<file path="src/rtl/mul_error_profiler.sv">
// mul_error_profiler: self-test engine that sweeps every unordered 8x8 operand
// pair (num1 = 1..255, num2 = 1..num1) through a multiplier under test and
// accumulates per-bit mismatch counts between its 15-bit product and the exact
// 16-bit product. Results are read back through rd_idx / rd_data.
// Optional build macro MUL_ERR_MAG_EN adds err_sum / err_max magnitude outputs.
module mul_error_profiler #(
  parameter int PROD_LAT = 0,
  parameter int CNT_W    = 16
) (
  input  logic             clk,
  input  logic             rst,
  input  logic             start,
  output logic [7:0]       num1,
  output logic [7:0]       num2,
  input  logic [14:0]      prod,
  output logic             busy,
  output logic             done,
  input  logic [4:0]       rd_idx,
  output logic [CNT_W-1:0] rd_data
`ifdef MUL_ERR_MAG_EN
  ,
  output logic [31:0]      err_sum,
  output logic [15:0]      err_max
`endif
);

  typedef enum logic [1:0] {S_IDLE, S_RUN, S_DRAIN, S_DONE} state_t;

  // DRAIN lasts until the last issued pair has been compared; at least one cycle.
  localparam int DRAIN_CYC = (PROD_LAT > 1) ? PROD_LAT : 1;
  localparam int DW        = $clog2(DRAIN_CYC + 1);
  localparam logic [DW-1:0]    DRAIN_LOAD = DW'(DRAIN_CYC - 1);
  localparam logic [DW-1:0]    DRAIN_ONE  = DW'(1);
  localparam logic [CNT_W-1:0] CNT_MAX    = {CNT_W{1'b1}};
  localparam logic [CNT_W-1:0] CNT_ONE    = CNT_W'(1);

  state_t          r_state;
  logic [7:0]      r_num1;
  logic [7:0]      r_num2;
  logic            r_busy;
  logic            r_done;
  logic [DW-1:0]   r_drain_cnt;

  logic            w_clear;
  logic            w_issue;
  logic [15:0]     w_exact;
  logic            w_cmp_vld;
  logic [15:0]     w_cmp_exact;
  logic [15:0]     w_err;

  logic [CNT_W-1:0] r_freq [16];
  logic [CNT_W-1:0] r_pairs;

  assign num1 = r_num1;
  assign num2 = r_num2;
  assign busy = r_busy;
  assign done = r_done;

  // A new sweep can only begin from IDLE or DONE; start while busy is ignored.
  assign w_clear = start && ((r_state == S_IDLE) || (r_state == S_DONE));
  assign w_issue = (r_state == S_RUN);
  assign w_exact = {8'd0, r_num1} * {8'd0, r_num2};

  // Sweep sequencer: operand generation, drain timing and status flags.
  // NOTE: sequential state uses non-blocking assignments so every flop samples
  // pre-edge values regardless of statement order.
  always_ff @(posedge clk) begin
    if (rst) begin
      r_state     <= S_IDLE;
      r_num1      <= 8'd0;
      r_num2      <= 8'd0;
      r_busy      <= 1'b0;
      r_done      <= 1'b0;
      r_drain_cnt <= '0;
    end else begin
      case (r_state)
        S_IDLE, S_DONE: begin
          if (start) begin
            r_state <= S_RUN;
            r_num1  <= 8'd1;
            r_num2  <= 8'd1;
            r_busy  <= 1'b1;
            r_done  <= 1'b0;
          end
        end
        S_RUN: begin
          if ((r_num1 == 8'd255) && (r_num2 == 8'd255)) begin
            // Last pair issued: operands hold at (255,255).
            r_state     <= S_DRAIN;
            r_drain_cnt <= DRAIN_LOAD;
          end else if (r_num2 == r_num1) begin
            r_num1 <= r_num1 + 8'd1;
            r_num2 <= 8'd1;
          end else begin
            r_num2 <= r_num2 + 8'd1;
          end
        end
        S_DRAIN: begin
          if (r_drain_cnt == '0) begin
            r_state <= S_DONE;
            r_busy  <= 1'b0;
            r_done  <= 1'b1;
          end else begin
            r_drain_cnt <= r_drain_cnt - DRAIN_ONE;
          end
        end
        default: r_state <= S_IDLE;
      endcase
    end
  end

  // Tag pipeline: aligns the exact product with a multiplier of PROD_LAT cycles.
  generate
    if (PROD_LAT == 0) begin : g_comb
      assign w_cmp_vld   = w_issue;
      assign w_cmp_exact = w_exact;
    end else begin : g_pipe
      logic [PROD_LAT-1:0] r_pipe_vld;
      logic [15:0]         r_pipe_exact [PROD_LAT];

      // Valid tags are reset so an abort empties the pipeline.
      always_ff @(posedge clk) begin
        if (rst) begin
          r_pipe_vld <= '0;
        end else begin
          r_pipe_vld[0] <= w_issue;
          for (int i = 1; i < PROD_LAT; i++) r_pipe_vld[i] <= r_pipe_vld[i-1];
        end
      end

      // Product payload shifts unconditionally alongside its tag.
      // NOTE: data-only storage needs no reset; the valid tag qualifies it.
      always_ff @(posedge clk) begin
        r_pipe_exact[0] <= w_exact;
        for (int i = 1; i < PROD_LAT; i++) r_pipe_exact[i] <= r_pipe_exact[i-1];
      end

      assign w_cmp_vld   = r_pipe_vld[PROD_LAT-1];
      assign w_cmp_exact = r_pipe_exact[PROD_LAT-1];
    end
  endgenerate

  // Bit 15 of the DUT is implicitly 0, so it flags every product >= 32768.
  assign w_err = {1'b0, prod} ^ w_cmp_exact;

  // Per-bit mismatch counters and pair counter, saturating at all-ones.
  always_ff @(posedge clk) begin
    if (rst || w_clear) begin
      for (int i = 0; i < 16; i++) r_freq[i] <= '0;
      r_pairs <= '0;
    end else if (w_cmp_vld) begin
      for (int i = 0; i < 16; i++) begin
        if (w_err[i] && (r_freq[i] != CNT_MAX)) r_freq[i] <= r_freq[i] + CNT_ONE;
      end
      if (r_pairs != CNT_MAX) r_pairs <= r_pairs + CNT_ONE;
    end
  end

  // Indexed readout of live counter values; unused indices read zero.
  // NOTE: the output gets a default before any branch so no latch is inferred.
  always_comb begin
    rd_data = '0;
    if (rd_idx < 5'd16) begin
      rd_data = r_freq[rd_idx[3:0]];
    end else if (rd_idx == 5'd16) begin
      rd_data = r_pairs;
    end
  end

`ifdef MUL_ERR_MAG_EN
  logic [15:0] w_prod_ext;
  logic [15:0] w_abs;
  logic [32:0] w_sum_next;
  logic [31:0] r_err_sum;
  logic [15:0] r_err_max;

  assign w_prod_ext = {1'b0, prod};
  assign w_abs      = (w_cmp_exact >= w_prod_ext) ? (w_cmp_exact - w_prod_ext)
                                                  : (w_prod_ext - w_cmp_exact);
  assign w_sum_next = {1'b0, r_err_sum} + {17'd0, w_abs};

  // Error magnitude statistics, updated on the same cycles as the counters.
  always_ff @(posedge clk) begin
    if (rst || w_clear) begin
      r_err_sum <= '0;
      r_err_max <= '0;
    end else if (w_cmp_vld) begin
      r_err_sum <= w_sum_next[32] ? 32'hFFFF_FFFF : w_sum_next[31:0];
      if (w_abs > r_err_max) r_err_max <= w_abs;
    end
  end

  assign err_sum = r_err_sum;
  assign err_max = r_err_max;
`endif

endmodule
</file>
<file path="config.mk">
export PLATFORM = sky130hd
export DESIGN_NAME = mul_error_profiler
export DESIGN_NICKNAME = d
export VERILOG_FILES = /design/src/rtl/mul_error_profiler.sv
export SDC_FILE = /design/constraint.sdc
export NUM_CORES = 1
export LEC_CHECK = 0
export CORE_MARGIN = 2
export CORE_UTILIZATION = 63
export CTS_CLUSTER_DIAMETER = 80
export DETAILED_ROUTE_END_ITERATION = 10
export GPL_TIMING_DRIVEN = 0
export PLACE_DENSITY = 0.9
export SYNTH_ARGS = -nofsm -noshare
export SYNTH_HDL_FRONTEND = slang
export SYNTH_SLANG_ARGS = --single-unit
</file>
<file path="constraint.sdc">
create_clock -name clk -period 6.18 [get_ports clk]
set_clock_uncertainty 0.1 [all_clocks]
set_input_delay 1.236 -clock clk [delete_from_list [all_inputs] [get_ports clk]]
set_output_delay 1.236 -clock clk [all_outputs]
set_load 0.02 [all_outputs]
</file>
======== Word-level counts from Yosys, hierarchy flattened ========
Memories as Yosys holds them, arrays and structs flattened.
Cells that the tools add are included.
W data, S select, Z words.
word-level totals
  memories kept ........................... 1
  flip-flop bits (word level) ............. 37
  word-level logic and storage cells ...... 211
  memory bits (writable) .................. 256
cells by class
  $add $sub $neg .......................... 20
  bitwise logic cells ..................... 17
  equality and inequality tests ........... 29
  mux-type cells .......................... 104
  magnitude comparators ................... 1
  $mul .................................... 1
  reduce and logical (&&, ||, !) cells .... 31
memory list
  memory  depth  width  read ports  clocked after memory_dff  wr ports  RTL line  text
  r_freq  16     16     17          0                         16        51        logic [CNT_W-1:0] r_freq [16];
operators by type and width
  cell                     count
  $mux W16                 18
  $add A16 B1 Y16 const B  17
  $ne A16 B16 Y1 const B   17
  $mux W1                  72
  $mux W8                  5
  $pmux W8 S2              2
  $logic_and A1 B1 Y1      18
  $add A8 B1 Y8 const B    2
  $eq A8 B8 Y1 const B     2
  $mul A8 B8 Y16           1
  $or A1 B1 Y1             16
  $xor A15 B16 Y16         1
  $reduce_and A3 Y1        3
  $eq A8 B8 Y1             1
  $mux W2                  3
  $ne A2 B2 Y1 const B     3
  $pmux W1 S2              3
  $pmux W2 S3              1
  $reduce_bool A2 Y1       3
  $eq A5 B5 Y1 const B     1
  $lt A5 B5 Y1 const B     1
  $eq A2 B2 Y1 const B     2
  $ne A2 B1 Y1 const B     2
  $reduce_and A2 Y1        2
  6 further kinds          7

======== Logic depth before layout (Yosys ltp) ========
Gate-level depths: netlist of the first run.
  depth after elaboration ................. 8
  gate-level depth with buffers ........... 17

======== Worst setup path after synthesis of the first run ========
No wires, ideal clock.
  path kind ............................... register to register
  start ................................... register r_num1[5], in the netlist num1[5]
  end ..................................... memory r_freq[12][0], enable pin
  stages on the path, launching flop included .. 16
  setup time .............................. 411 ps
  arrival time ............................ 5249 ps
  slack ................................... 420 ps
  period minus slack after synthesis ...... 5760 ps
  cell sequence ........................... dfxtp_1 > clkbuf_1 > nand2_1 > fa_1 > fa_1 > fa_1 > inv_1 > fa_1 > ha_1 > clkbuf_1 > a21o_1 > a2bb2oi_1 > o211ai_1 > a21oi_1 > xnor2_1 > o21ai_0
RTL lines
  element                 RTL line  text
  start, declared         38        logic [7:0] r_num1;
  start signal, assigned  92        r_num1 <= r_num1 + 8'd1;
  end, declared           51

==> key figures, run 1 <==
Global routing
  • Gr ovfl total: 0
  • Vias in the first global route: about 15,000
  • Global-route wire length before repair: ~80,000 um
  • Initial antenna violation count: 3
  • Largest net degree at the start of global routing: 17
  • GR Util All Layers: 31.1%

Clock tree
  • Clk sinks: between 200 and 300
  • Clk_lat worst skew: ~0.52 ns
  • CTS max path bufs: 3
  • Hold-fix buffers, CTS: 0
  • CTS tree: done
  • Reg clk slew, reported paths: 0.06 ns
  • H-Tree Depth: 2
  • CTS Buf Count: 34
  • Root buffer cell: clkbuf_16

Layout
  • Area delta synth->final: 11.3%
  • Fill cells: about 2,000
  • Share of cells above drive strength 1: roughly a tenth
  • Antenna cells: 0
  • Core Util, Final: a little under three quarters
  • Fin area: about 0.022 mm^2
  • Nets: around 2,100

Synth
  • Post-Syn Instances: approximately 1,800
  • Top cell type's share of synthesized area: between 30% and 40%
  • Ys flop type: edfxtp_1
  • Main area contributors after synthesis: edfxtp_1, mux4_2, xor2_1
  • Synth unique cells: 60
  • Synth Warn #: 0
  • Sequential area share after synthesis: between 40% and 50%
  • Synth area leader: edfxtp_1
  • #FFs+latches synth: 292
  • Cell area after synthesis: 0.0194 mm^2
  • Post-synth EDFFs: about 260
  • Avg Synthesized Cell Area: between 10 and 15 um^2
  • Count leader, synth: nor2_1
  • Synth cell count leaders: nor2_1, edfxtp_1, xor2_1, nand2_1, xnor2_1
  • Synth async-reset ratio: 0%
  • Net count of the mapped netlist: a little under 2,000

Worst hold path
  • Worst hold path depth: 1
  • Hold Path Class: reg2reg

Timing
  • Pins over their slew limit: 0
  • Slew of the pin with the lowest slew margin: between 1 and 1.5 ns
  • Max Fclk: approximately 170 MHz
  • Final period utilization: 96.8%
  • Worst setup margin: 0.197 ns
  • Final hold viol count: 0
  • Unrepaired setup endpoints after global routing: no
  • Final TNS setup: 0 ns
  • Endpoints failing setup: 0
  • Fin crit period: between 5 and 6 ns
  • Max-slew headroom: 31.7%

Placed design
  • Port bufs: 53
  • Gpl congestion: roughly 0.97
  • Post-place setup slack: -0.265 ns
  • Placed inst area: roughly 0.02 mm^2
  • Post-DP HPWL: 36,900 um

Die
  • Initial Util: between 60 and 70%
  • Die height: 180 um
  • # rows: 64
  • Core area: 0.0305 mm^2
  • Die X: about 180 um
  • Ports: 57
  • Die ar.: roughly 0.032 mm^2

Detailed routing
  • DRT antenna net count: 0
  • Initial DRC count: slightly above 2,000
  • Vias per cell: between 6 and 7
  • DRT Pass-1 Iters: 6
  • Drt total wl: just over 50,000 um
  • WL/cell: between 20 and 25 um
  • Total number of vias: ~15,000
  • Number of remaining DRC errors: 0

Critical path
  • RR Startpoint: num1[5]
  • Reg2Reg Depth: 14
  • Reg2reg end: r_freq[10][4]
  • Reg2reg setup slack: about 0.20 ns
  • Launch point of the worst path: num1[5]
  • Max Fanout on Critical Path: 10
  • CP Launch Type: flop
  • CP endpoint kind: flop
  • CP endpoint: r_freq[10][4]
  • WP data required: around 6.3 ns
  • Worst Path Arrival: 6.10 ns
  • Setup Crit Path Kind: reg2reg

Status
  • Status: finished clean

Power and ir drop
  • Power, Total: between 7 and 8 mW
  • P per Cell Area: ~370 mW/mm^2
  • VDD IR max: ~0.00021 V
  • Static leakage: slightly below 8 nW

Run
  • Max-cap check violation count: 0
kinds of logic after synthesis:
kind of cell / share of synthesized area [%]
compound gates: 4.23
xor+xnor: 11.6
fa+ha+maj: 7.96
buf+inv: 3.48
flops: 43.3
mux: 9.17
simple gates: 20.2
power by group:
part	internal (mW)	leakage [nW]	switching (mW)
registers	2.97	3.08	0.925
logic	0.887	4.28	1.16
clock network	1.15	0.538	0.835
registers in the layout (all words and copies together) (netlist names):
register and count:
num1 8, r_freq 256, busy 1, r_pairs 16
num2 8, done 1, r_state 2
worst min path at each step:
stage / from / to / slack (ns)
after floorplan: r_pairs[4] / r_pairs[4] / 0.35
after global placement: r_pairs[4] / r_pairs[4] / 0.36
after detailed placement: r_pairs[4] / r_pairs[4] / 0.37
after CTS: r_pairs[4] / r_pairs[4] / 0.39
after global routing: done / done / 0.42
final: r_pairs[4] / r_pairs[4] / 0.39
cells in the final DEF, fill, tap and decap left out, types with 34 or more instances in the layout:
cell type	count
a21oi_1	50
and2_1	43
and3_1	47
clkbuf_1	42
clkbuf_16	37
clkdlybuf4s50_1	53
dfxtp_1	36
edfxtp_1	256
fa_1	36
ha_1	66
inv_1	82
mux2i_1	34
mux4_2	64
nand2_1	146
nand3_1	100
nand4_1	46
nor2_1	305
o21ai_0	39
xnor2_1	101
xor2_1	157
layer usage:
metal  vias to the layer above  GRT usage, %  wire length (um)
met3                       164          6.48              5510
met4                         4          13.3              2240
li1                       6703             -                 -
met5                         -             0                24
met1                      7304          40.6             18900
met2                       951          50.7             24000
through the flow:
stage / std cells / hold WS (ns)
after detailed placement: 2295 / 0.373
after floorplan: 1841 / 0.349
after global routing: 2358 / 0.416
after CTS: 2357 / 0.388
after global placement: 2290 / 0.361
final: 2358 / 0.388
cell type report:
cell class / instances / area (um^2) / area share [%]
Tap cell: 396 / 495 / 2.29
Sequential cell: 292 / 8410 / 38.9
Multi-Input combinational cell: 1395 / 10400 / 47.9
Clock buffer: 48 / 1020 / 4.71
Buffer: 72 / 368 / 1.70
Timing Repair Buffer: 59 / 596 / 2.75
Clock inverter: 14 / 70.1 / 0.324
Inverter: 82 / 308 / 1.42
timing repair:
item / CTS / global route
endpoints found under the setup margin: 16 / 27
setup buffers: 0 / 1
gates resized for setup: 1 / 2
pin swaps: 0 / 1
critical path, cell delays in order, from the launching register on:
cell and delay (ns):
dfxtp_1 0.45, clkbuf_1 0.48, nand2_1 0.16, fa_1 0.54, fa_1 0.44, fa_1 0.52
fa_1 0.54, inv_1 0.05, ha_1 0.38, a21oi_1 0.26, o21ai_0 0.18, a31oi_1 0.25
xnor2_1 0.19, o21ai_1 0.83, buf_4 0.31
(Power assumes the default switching activity.)
==> inputs of run 2 (changes only) <==
SKIP_CTS_REPAIR_TIMING = 1   (was not set)
==> key figures, run 2 (synthesized netlist as in run 1, its figures left out) <==
Status
  • Status: finished clean

Clock tree
  • CTS Buf Count: 34
  • Root buffer cell: clkbuf_16
  • Reg clk slew, reported paths: 0.06 ns
  • CTS tree: done
  • Clk_lat worst skew: about 0.53 ns
  • CTS max path bufs: 3
  • H-Tree Depth: 2
  • Clk sinks: between 200 and 300

Layout
  • Leading cell type in the layout, fill and taps excluded: nor2_1
  • Fill cells: 2,006
  • Most frequent cells in the layout: nor2_1, edfxtp_1, xor2_1
  • Share of cells above drive strength 1: slightly above 10%
  • Core Util, Final: 70.9%
  • Area delta synth->final: 11.3%
  • Nets: 2,061
  • Largest registers: r_freq x256, r_pairs x16
  • Max reg flops: 256
  • Largest Register: r_freq
  • Antenna cells: 0

Timing
  • Final period utilization: about 96%
  • Unrepaired setup endpoints after global routing: no
  • Pins over their slew limit: 0
  • Endpoints failing setup: 0
  • Final hold viol count: 0
  • Slew of the pin with the lowest slew margin: approximately 1 ns
  • Fin crit period: between 5 and 6 ns
  • Worst setup margin: 0.235 ns
  • Max-slew headroom: 33.6%
  • Max Fclk: ~170 MHz

Power and ir drop
  • Power, Total: ~8 mW
  • Static leakage: 7.90 nW
  • VDD IR max: ~0.00021 V
  • P per Cell Area: between 300 and 400 mW/mm^2

Critical path
  • CP endpoint kind: flop
  • Setup Crit Path Kind: reg2reg
  • CP max-delay cell: o21ai_1
  • Most frequent CP cell: fa_1
  • Reg2reg end: r_freq[10][4]
  • CP Launch Type: flop
  • Worst Path Arrival: between 6 and 7 ns
  • RR Startpoint: num1[5]
  • Max Fanout on Critical Path: 10
  • WP data required: around 6.3 ns
  • Reg2reg setup slack: roughly 0.24 ns
  • Max incr delay on CP: about 0.8 ns
  • Crit path cell chain: clkbuf_1 -> nand2_1 -> fa_1 -> fa_1 -> fa_1 -> fa_1 -> inv_1 -> ha_1 -> a21oi_1 -> o21ai_0 -> a31oi_1 -> xnor2_1 -> o21ai_1 -> buf_4
  • Reg2Reg Depth: 14

Detailed routing
  • Number of remaining DRC errors: 0
  • Drt total wl: between 50,000 and 60,000 um
  • Vias per cell: approximately 6.4
  • DRT antenna net count: 0
  • WL/cell: 21.5 um
  • Total number of vias: 15,100
  • DRT Pass-1 Iters: 8
  • Initial DRC count: between 2,000 and 2,500

Worst hold path
  • Hold Path Class: reg2reg
  • Hold Path Origin: r_pairs[4]
  • Worst hold path depth: 1
  • Hold path endpoint: r_pairs[4]

Die
  • Die height: approximately 180 um
  • Core area: 0.0305 mm^2
  • Die ar.: 0.0323 mm^2
  • # rows: 64
  • Ports: 57
  • Initial Util: between 60% and 70%
  • Die X: ~180 um

Global routing
  • GR Util All Layers: ~31%
  • Initial antenna violation count: 3
  • Vias in the first global route: around 15,000
  • Gr ovfl total: 0
  • Global-route wire length before repair: about 80,000 um
  • Largest net degree at the start of global routing: 17

Placed design
  • Post-place setup slack: -0.265 ns
  • Port bufs: 53
  • Post-DP HPWL: ~37,000 um
  • Gpl congestion: about 0.97

Run
  • Max-cap check violation count: 0
run 2: metal layers:
metal	part of all wire, %	wire length, um	vias to the layer above	global-route usage (%)
met5	0.049	25	-	0
met4	4.3	2180	4	13.7
met3	11	5770	160	6.54
met2	48	24100	970	50.7
met1	37	18500	7291	40.6
li1	-	-	6704	-
run 2: critical path, delay by kind of cell, from the launching register on:
family	cells	cell delay, ns
XOR/XNOR	1	0.19
flip-flops	1	0.45
buffers and inverters	3	0.84
AO/OA/AOI/OAI	4	1.49
adder cells (fa/ha/maj)	5	2.42
AND/OR/NAND/NOR	1	0.16
run 2: final cells by class:
type | instances | area, um^2 | share of cell area (%)
clock inverters | 14 | 70.1 | 0.324
repair buffers | 59 | 596 | 2.75
well taps | 396 | 495 | 2.29
flip-flops and latches | 292 | 8410 | 38.9
plain buffers | 72 | 368 | 1.70
clock buffers | 48 | 1020 | 4.71
multi-input cells | 1395 | 10400 | 47.9
inverters | 82 | 308 | 1.42
run 2: how the worst max path moves through the flow:
| stage | from | end | cells past startpoint |
|---|---|---|---|
| CTS | num1[5] | r_freq[15][10] | 14 |
| global placement | num1[5] | r_freq[12][9] | 15 |
| floorplan | num1[5] | r_freq[12][0] | 15 |
| finish | num1[5] | r_freq[10][4] | 14 |
| detailed placement | num1[5] | r_freq[15][9] | 14 |
| global route | num1[5] | r_freq[10][5] | 14 |
run 2: per-stage QoR:
stage | area, um^2 | setup TNS (ns) | hold WS (ns) | cells
2_1_floorplan | 19400 | 0 | 0.349 | 1841
3_3_place_gp | 20500 | -34.06 | 0.361 | 2290
3_5_place_dp | 20500 | -4.24 | 0.373 | 2295
4_1_cts | 21600 | -4.74 | 0.388 | 2357
5_1_grt | 21600 | 0 | 0.416 | 2358
6_report | 21600 | 0 | 0.391 | 2358
run 2: where the power goes:
part | switching [mW] | internal, mW | total (mW)
logic | 1.16 | 0.888 | 2.05
registers | 0.923 | 2.97 | 3.89
clock network | 0.840 | 1.15 | 1.99
total | 2.92 | 5.01 | 7.93
==> inputs of run 3 (changes only) <==
CAP_MARGIN = 40   (was not set)
CTS_CLUSTER_DIAMETER = 60   (was 80)
==> key figures, run 3 (synthesized netlist as in run 1, its figures left out) <==
Critical path
  • Crit path cell chain: clkbuf_1 -> nand2_1 -> fa_1 -> fa_1 -> fa_1 -> fa_1 -> inv_1 -> ha_1 -> a21o_1 -> a22oi_1 -> or4b_1 -> a31oi_1 -> xnor2_1 -> o21ai_2 -> buf_4
  • CP endpoint kind: flop
  • Reg2reg end: r_freq[15][8]
  • RR Startpoint: num1[3]
  • CP endpoint: r_freq[15][8]
  • Launch point of the worst path: num1[3]
  • Most frequent CP cell: fa_1
  • CP Launch Type: flop
  • Reg2reg setup slack: between 0.2 and 0.25 ns
  • Worst Path Arrival: a little over 6 ns
  • Max Fanout on Critical Path: 10
  • Setup Crit Path Kind: reg2reg
  • Reg2Reg Depth: 15
  • WP data required: approximately 6.3 ns
  • Max incr delay on CP: approximately 0.58 ns
  • CP max-delay cell: fa_1

Layout
  • Non-Filler Instances: 2,361
  • Core Util, Final: roughly 71%
  • Fin area: roughly 0.022 mm^2
  • Largest Register: r_freq
  • Leading cell type in the layout, fill and taps excluded: nor2_1
  • Nets: 2,065
  • Largest registers: r_freq x256, r_pairs x16
  • Share of cells above drive strength 1: between 10 and 15%
  • Max reg flops: between 200 and 300
  • Most frequent cells in the layout: nor2_1, edfxtp_1, xor2_1
  • Fill cells: roughly 2,000
  • Area delta synth->final: 11.3%
  • Antenna cells: 0

Clock tree
  • Reg clk slew, reported paths: roughly 0.06 ns
  • H-Tree Depth: 2
  • CTS max path bufs: 3
  • CTS Buf Count: 36
  • Clk sinks: just under 300
  • CTS tree: done
  • Clk_lat worst skew: between 0.5 and 0.6 ns
  • Root buffer cell: clkbuf_16

Detailed routing
  • Drt total wl: approximately 51,000 um
  • WL/cell: ~22 um
  • Initial DRC count: between 1,500 and 2,000
  • Total number of vias: between 15,000 and 20,000
  • DRT antenna net count: 0
  • DRT Pass-1 Iters: 9
  • Vias per cell: around 6.5
  • Number of remaining DRC errors: 0

Global routing
  • Largest net degree at the start of global routing: 17
  • Gr ovfl total: 0
  • Vias in the first global route: 14,800
  • Global-route wire length before repair: slightly above 80,000 um
  • Initial antenna violation count: 2
  • GR Util All Layers: between 30% and 40%

Worst hold path
  • Hold Path Class: reg2reg

Power and ir drop
  • P per Cell Area: around 370 mW/mm^2
  • VDD IR max: 0.000212 V
  • Static leakage: slightly below 8 nW

Placed design
  • Port bufs: between 50 and 60
  • Post-place setup slack: 0.0409 ns
  • Post-DP HPWL: around 37,000 um
  • Gpl congestion: 0.968
  • Placed inst area: 0.0205 mm^2
  • Placed cells: 2,297

Timing
  • Endpoints failing setup: 0
  • Slew of the pin with the lowest slew margin: ~0.89 ns
  • Max Fclk: around 170 MHz
  • Max-slew headroom: roughly two fifths
  • Fin crit period: approximately 6 ns
  • Worst setup margin: 0.207 ns
  • Final period utilization: a little over nine tenths
  • Pins over their slew limit: 0
  • Final TNS setup: 0 ns
  • Final hold viol count: 0

Die
  • Ports: 57
  • Die height: roughly 180 um
  • Initial Util: 63.7%
  • Die ar.: ~0.032 mm^2
  • Die X: about 180 um
  • Core area: 0.0305 mm^2
  • # rows: 64

Status
  • Status: finished clean

Run
  • Max-cap check violation count: 0
## run 3: changes by cell type in the layout (fill, tap and decap cells not counted), sizes merged
| cell | delta |
|---|---|
| buf | +2 |
| inv | +4 |
| bufinv | +1 |
| clkbuf | +2 |
| clkinvlp | -1 |
| clkinv | -5 |
## run 3: cell type report
cell class,instances,area [um^2],share of cell area (%)
buffer,72,373,1.72
clock inverter,13,104,0.480
timing repair buffer,61,598,2.77
clock buffer,50,996,4.60
multi-input combinational,1395,10300,47.8
tap,396,495,2.29
inverter,82,308,1.42
sequential,292,8410,38.9
## run 3: worst min-delay path by stage
| stage | startpoint | to | slack, ns | depth (start not counted) |
|---|---|---|---|---|
| after floorplan | r_pairs[4] | r_pairs[4] | 0.35 | 1 |
| after global placement | r_pairs[4] | r_pairs[4] | 0.36 | 1 |
| after detailed placement | r_pairs[4] | r_pairs[4] | 0.37 | 1 |
| after CTS | r_pairs[4] | r_pairs[4] | 0.39 | 1 |
| after global routing | r_pairs[4] | r_pairs[4] | 0.42 | 1 |
| final | r_pairs[4] | r_pairs[4] | 0.39 | 1 |
## run 3: stage by stage
step	power (mW)	hold WS, ns
global placement	5.68	0.361
CTS	7.89	0.386
floorplan	4.97	0.349
global route	8.26	0.417
detailed placement	5.85	0.372
finish	8.00	0.389
## run 3: critical path: cells and delay by family (launching register included)
family | cells | cell delay, ns
xor+xnor | 1 | 0.23
simple gates | 2 | 0.64
fa+ha+maj | 5 | 2.44
buf+inv | 3 | 0.72
flops | 1 | 0.41
compound gates | 4 | 1.13
## run 3: power breakdown
part | internal [mW] | switching [mW]
sequential | 2.97 | 0.942
combinational | 0.889 | 1.17
clock | 1.17 | 0.846
total | 5.04 | 2.96
## run 3: per-layer routing
metal | track usage (%) | wire length [um]
met5 | 0 | 25
met4 | 14.1 | 2560
met3 | 6.85 | 5920
met2 | 51.2 | 24200
met1 | 40.9 | 18800
